<file path="src/rtl/rr_arb_n.sv">
// N-requester round-robin arbiter with a bounded grant-hold window and a
// runtime fixed-priority mode; registered one-hot grant plus encoded index.
module rr_arb_n #(
    parameter int unsigned N        = 4,
    parameter int unsigned MAX_HOLD = 4,
    parameter int unsigned IDW      = $clog2(N)
) (
    input  logic           clk,
    input  logic           reset,
    input  logic           mode_fixed,
    input  logic [N-1:0]   req,
    output logic [N-1:0]   gnt,
    output logic           gnt_valid,
    output logic [IDW-1:0] gnt_id
);

    localparam int unsigned HW  = $clog2(MAX_HOLD + 1);
    localparam int unsigned IW1 = IDW + 1;

    typedef enum logic {
        S_IDLE  = 1'b0,
        S_OWNED = 1'b1
    } state_t;

    state_t         r_state, w_state;
    logic [N-1:0]   r_gnt, w_gnt;
    logic [IDW-1:0] r_gnt_id, w_gnt_id;
    logic [IDW-1:0] r_ptr, w_ptr;
    logic [HW-1:0]  r_hold, w_hold;

    logic           w_keep;
    logic [IDW-1:0] w_start;
    logic [2*N-1:0] w_dbl;
    logic [N-1:0]   w_rot;
    logic [N-1:0]   w_scan;
    logic           w_found;
    logic [IDW-1:0] w_pos;
    logic [IW1-1:0] w_sum;
    logic [IDW-1:0] w_win;

    // Rotate req so the scan start lands at bit 0, then find the lowest set bit.
    always_comb begin
        w_start = mode_fixed ? '0 : r_ptr;
        w_dbl   = {req, req} >> w_start;
        w_rot   = w_dbl[N-1:0];
        w_scan  = w_rot;
        w_found = 1'b0;
        w_pos   = '0;
        for (int i = 0; i < int'(N); i++) begin
            if (!w_found && w_scan[0]) begin
                w_found = 1'b1;
                w_pos   = IDW'(i);
            end
            w_scan = w_scan >> 1;
        end
        // Map the rotated position back to a requester index, wrapping at N.
        w_sum = {1'b0, w_start} + {1'b0, w_pos};
        if (w_sum >= IW1'(N)) begin
            w_sum = w_sum - IW1'(N);
        end
        w_win = w_sum[IDW-1:0];
    end

    // Next-state: keep the current owner inside its hold window, else re-arbitrate.
    always_comb begin
        w_state  = r_state;
        w_gnt    = r_gnt;
        w_gnt_id = r_gnt_id;
        w_ptr    = r_ptr;
        w_hold   = r_hold;
        w_keep   = (r_state == S_OWNED) && req[r_gnt_id]
                   && (r_hold != HW'(MAX_HOLD - 1));

        if (w_keep) begin
            w_hold = r_hold + HW'(1);
        end else if (w_found) begin
            w_state  = S_OWNED;
            w_gnt    = N'(1) << w_win;
            w_gnt_id = w_win;
            w_hold   = '0;
            w_ptr    = (w_win == IDW'(N - 1)) ? '0 : w_win + IDW'(1);
        end else begin
            w_state  = S_IDLE;
            w_gnt    = '0;
            w_gnt_id = '0;
            w_hold   = '0;
        end
    end

    always_ff @(posedge clk) begin
        if (reset) begin
            r_state  <= S_IDLE;
            r_gnt    <= '0;
            r_gnt_id <= '0;
            r_ptr    <= '0;
            r_hold   <= '0;
        end else begin
            r_state  <= w_state;
            r_gnt    <= w_gnt;
            r_gnt_id <= w_gnt_id;
            r_ptr    <= w_ptr;
            r_hold   <= w_hold;
        end
    end

    assign gnt       = r_gnt;
    assign gnt_valid = (r_state == S_OWNED);
    assign gnt_id    = r_gnt_id;

endmodule
</file>
<file path="config.mk">
export PLATFORM = sky130hd
export DESIGN_NAME = rr_arb_n
export DESIGN_NICKNAME = d
export VERILOG_FILES = /design/src/rtl/rr_arb_n.sv
export SDC_FILE = /design/constraint.sdc
export NUM_CORES = 1
export LEC_CHECK = 0
export ABC_AREA = 1
export BUFFER_PORTS_ARGS = -buffer_cell sky130_fd_sc_hd__buf_2
export CAP_MARGIN = 20
export CORE_MARGIN = 1
export CORE_UTILIZATION = 40
export DETAILED_ROUTE_END_ITERATION = 8
export GPL_ROUTABILITY_DRIVEN = 0
export PLACE_DENSITY_LB_ADDON = 0.12
export SYNTH_ARGS = -nofsm -noshare
export SYNTH_HDL_FRONTEND = slang
export SYNTH_SLANG_ARGS = --single-unit
</file>
<file path="constraint.sdc">
create_clock -name clk -period 2.05 [get_ports clk]
set_input_delay 0.3075 -clock clk [delete_from_list [all_inputs] [get_ports clk]]
set_output_delay 0.3075 -clock clk [all_outputs]
set_load 0.05 [all_outputs]
</file>
==> results.json <==
{
  "cp_max_fo": 8,
  "antenna_found_initial": 0,
  "use_met3_pct": 4.67,
  "path_cells": "buf_12, nand2_8, nand2_1, nand3_2, nand2_2, a21boi_2, ha_2, xnor2_2, nand3b_1, nand2_2, ha_4, nand3b_1, nand2_1, nor2_1",
  "die_area_sq_um": 2400,
  "post_synth.cell_area_avg_sq_um": 6.91,
  "pin_count": 14,
  "nets": 181,
  "grt.overflow.total": 0,
  "ir_worst_vdd_mv": 0.870,
  "status": "finished with violations",
  "violations": "setup timing",
  "clk_transition_reported_paths_ns": 0.07,
  "area_growth_pct": 55.3,
  "start_kind": "flop",
  "drive_above_1_share_pct": 55.4,
  "slew-limit-headroom_pct": 78.7,
  "place.port_buffers": 13,
  "wirelength_mm": 2.11,
  "cts_hold_buf": 0,
  "end_kind": "flop",
  "timing.final.hold_violations": 0,
  "worstHoldPathType": "in2reg",
  "grt_pass1_vias": 860,
  "clock.fmax_ghz": 0.475,
  "crit_slowest_cell": "dfxtp_4",
  "via_count": 916,
  "drv_cap": 0,
  "die_y_um": 49.0,
  "setup_ws_ns": -0.0540,
  "clockBufferDepth": 2,
  "ys_types": 20,
  "min_period_ns": 2.10,
  "place_area_sq_um": 1120,
  "synth_area_sq_um": 885,
  "track_usage_pct": 19.4,
  "worst-setup-path-type": "reg2reg",
  "setup_viol": 4,
  "rr_worst_depth": 14,
  "initial_core_util_pct": 43.7,
  "hpwl_mm": 1.47,
  "row_count": 16,
  "rr_endpoint": "r_ptr[1]",
  "clock-sinks": 12,
  "r2r_slack_ns": -0.05,
  "grtUsageMet1_pct": 24.4,
  "grt_busiest_layer": "met2",
  "synth_fp_nets": 142,
  "cts_buffers": 3,
  "final_area_sq_um": 1370,
  "rsz0062_at_grt": "true",
  "use_met2_pct": 34.5,
  "viasPerCell": 4.75,
  "cp_num_buf_inv": 1,
  "synth_edf_count": 0,
  "critPathTopFamily": "simple AND/OR/NAND/NOR gates",
  "cp.arrival_ns": 2.27,
  "period_share_pct": 103,
  "cts-root-buf": "clkbuf_4",
  "hold-path-endpoint": "gnt_valid",
  "final_util_pct": 67.9,
  "grt_max_degree": 9,
  "slew_viol_final": 0,
  "fin_worst_skew_ns": 0.00878,
  "wire_per_inst_um": 10.9,
  "ys.flop_type": "dfxtp_1",
  "power_density_nw_per_um2": 1330,
  "max_stage_delay_ns": 0.37,
  "htreeDepth": 1,
  "grt_pass1_wl_mm": 3.63,
  "tritoncts": "done",
  "drtIter0Drc": 11,
  "worstSkewPairLatency_ns": 0.27,
  "antenna_left": 0,
  "insertedDiodeCount": 0,
  "drt_pass1_iterations": 4,
  "die_x_um": 49.0,
  "hp-start": "reset",
  "whs_path_depth": 2,
  "worstMarginPinSlew_ns": 0.319,
  "reg2reg_from": "r_ptr[0]",
  "ys_seq_area_share_pct": 27.2,
  "worstPathRequired_ns": 2.22,
  "holdWs_ns": 0.307,
  "p_leak_uw": 0.000682,
  "netlist_instances": 128,
  "drc_errors": 0,
  "coreArea_sq_um": 2020,
  "ys_seq_elements": 12,
  "synth_warnings": 0,
  "synthArstFlopShare_pct": 0
}
[registers in the layout (all words and copies together) (netlist names)]
signal and count:
r_ptr 2, gnt 4, gnt_valid 1, r_hold 3, gnt_id 2
[synthesized netlist by cell type (2+ instances only)]
cell type,number,area (sq um)
nand2_1,34,128
nand3_1,18,90.1
inv_1,13,48.8
dfxtp_1,12,240
nor2_1,9,33.8
ha_1,7,87.6
nand2_2,7,43.8
inv_2,4,15.0
nand3_2,4,40.0
nor2_2,4,25.0
nand2_4,3,33.8
o21ai_1,3,15.0
inv_4,2,12.5
nand3b_1,2,15.0
[worst max path at each step]
stage / startpoint / endpoint / slack [ns] / cells past startpoint
6_report: r_ptr[0] / r_ptr[1] / -0.05 / 14
5_1_grt: r_ptr[0] / r_ptr[1] / -0.20 / 15
4_1_cts: r_ptr[0] / r_ptr[1] / -0.07 / 15
2_1_floorplan: r_ptr[0] / r_ptr[1] / 0.02 / 16
3_5_place_dp: mode_fixed / r_ptr[1] / -0.20 / 16
3_3_place_gp: mode_fixed / r_ptr[1] / -0.14 / 16
[worst register-to-register path, cell delays in order, from the launching register on]
cell and delay (ns):
dfxtp_4 0.37, buf_12 0.14, nand2_8 0.10, nand2_1 0.12
nand3_2 0.08, nand2_2 0.06, a21boi_2 0.14, ha_2 0.20
xnor2_2 0.12, nand3b_1 0.14, nand2_2 0.09, ha_4 0.21
nand3b_1 0.14, nand2_1 0.06, nor2_1 0.04
[through the flow]
step,TNS (ns),std cells,setup slack [ns],power [uW]
2_1_floorplan,0,128,0.0184,1000
3_3_place_gp,-0.439,185,-0.138,1300
3_5_place_dp,-0.801,185,-0.200,1320
4_1_cts,-0.112,192,-0.0694,1760
5_1_grt,-0.831,193,-0.198,1950
6_report,-0.0961,193,-0.0540,1820
[layout make-up]
| cell class | instances | area, sq um |
|---|---|---|
| Clock buffer | 4 | 36.3 |
| Fill cell | 175 | 648 |
| Inverter | 19 | 83.8 |
| Multi-Input combinational cell | 96 | 709 |
| Sequential cell | 12 | 244 |
| Tap cell | 27 | 33.8 |
| Timing Repair Buffer | 35 | 267 |
[routing by layer]
layer | routed length [um] | vias up
met1 | 998 | 413
met3 | 76 | 2
li1 | - | 484
met5 | 0 | -
met2 | 1020 | 17
met4 | 6 | 0
[cells in the final DEF, fill, tap and decap left out, types with 4 or more instances in the layout]
master   count
nand2_4      5
inv_2        4
buf_2       13
inv_1       11
nand2_1     24
buf_4       19
nand2_2     14
nand3_1     12
nor2_1       9
dfxtp_1     11
nand3_2      9
[logic make-up (layout without fill, tap and decap cells)]
group / count (synthesis) / count (layout) / share of synthesized area, %
compound gates: 5 / 5 / 3.11
xor+xnor: 1 / 1 / 0.990
fa+ha+maj: 7 / 7 / 9.90
buf+inv: 20 / 58 / 9.48
flops: 12 / 12 / 27.2
simple gates: 83 / 83 / 49.4
[where the power goes]
group / internal [uW] / leakage [uW] / switching, uW
Clock: 108 / 0.0000210 / 80.8
Combinational: 548 / 0.000562 / 716
Sequential: 308 / 0.0000991 / 61.8
Total: 964 / 0.000682 / 859
[what timing repair did]
action | in CTS | in global routing
pin swaps | 14 | 15
cloned | 1 | 0
buffers inserted | 2 | 1
gates resized for setup | 29 | 13
endpoints found under the setup margin | 6 | 6
Power figures use the tool's default switching activity.
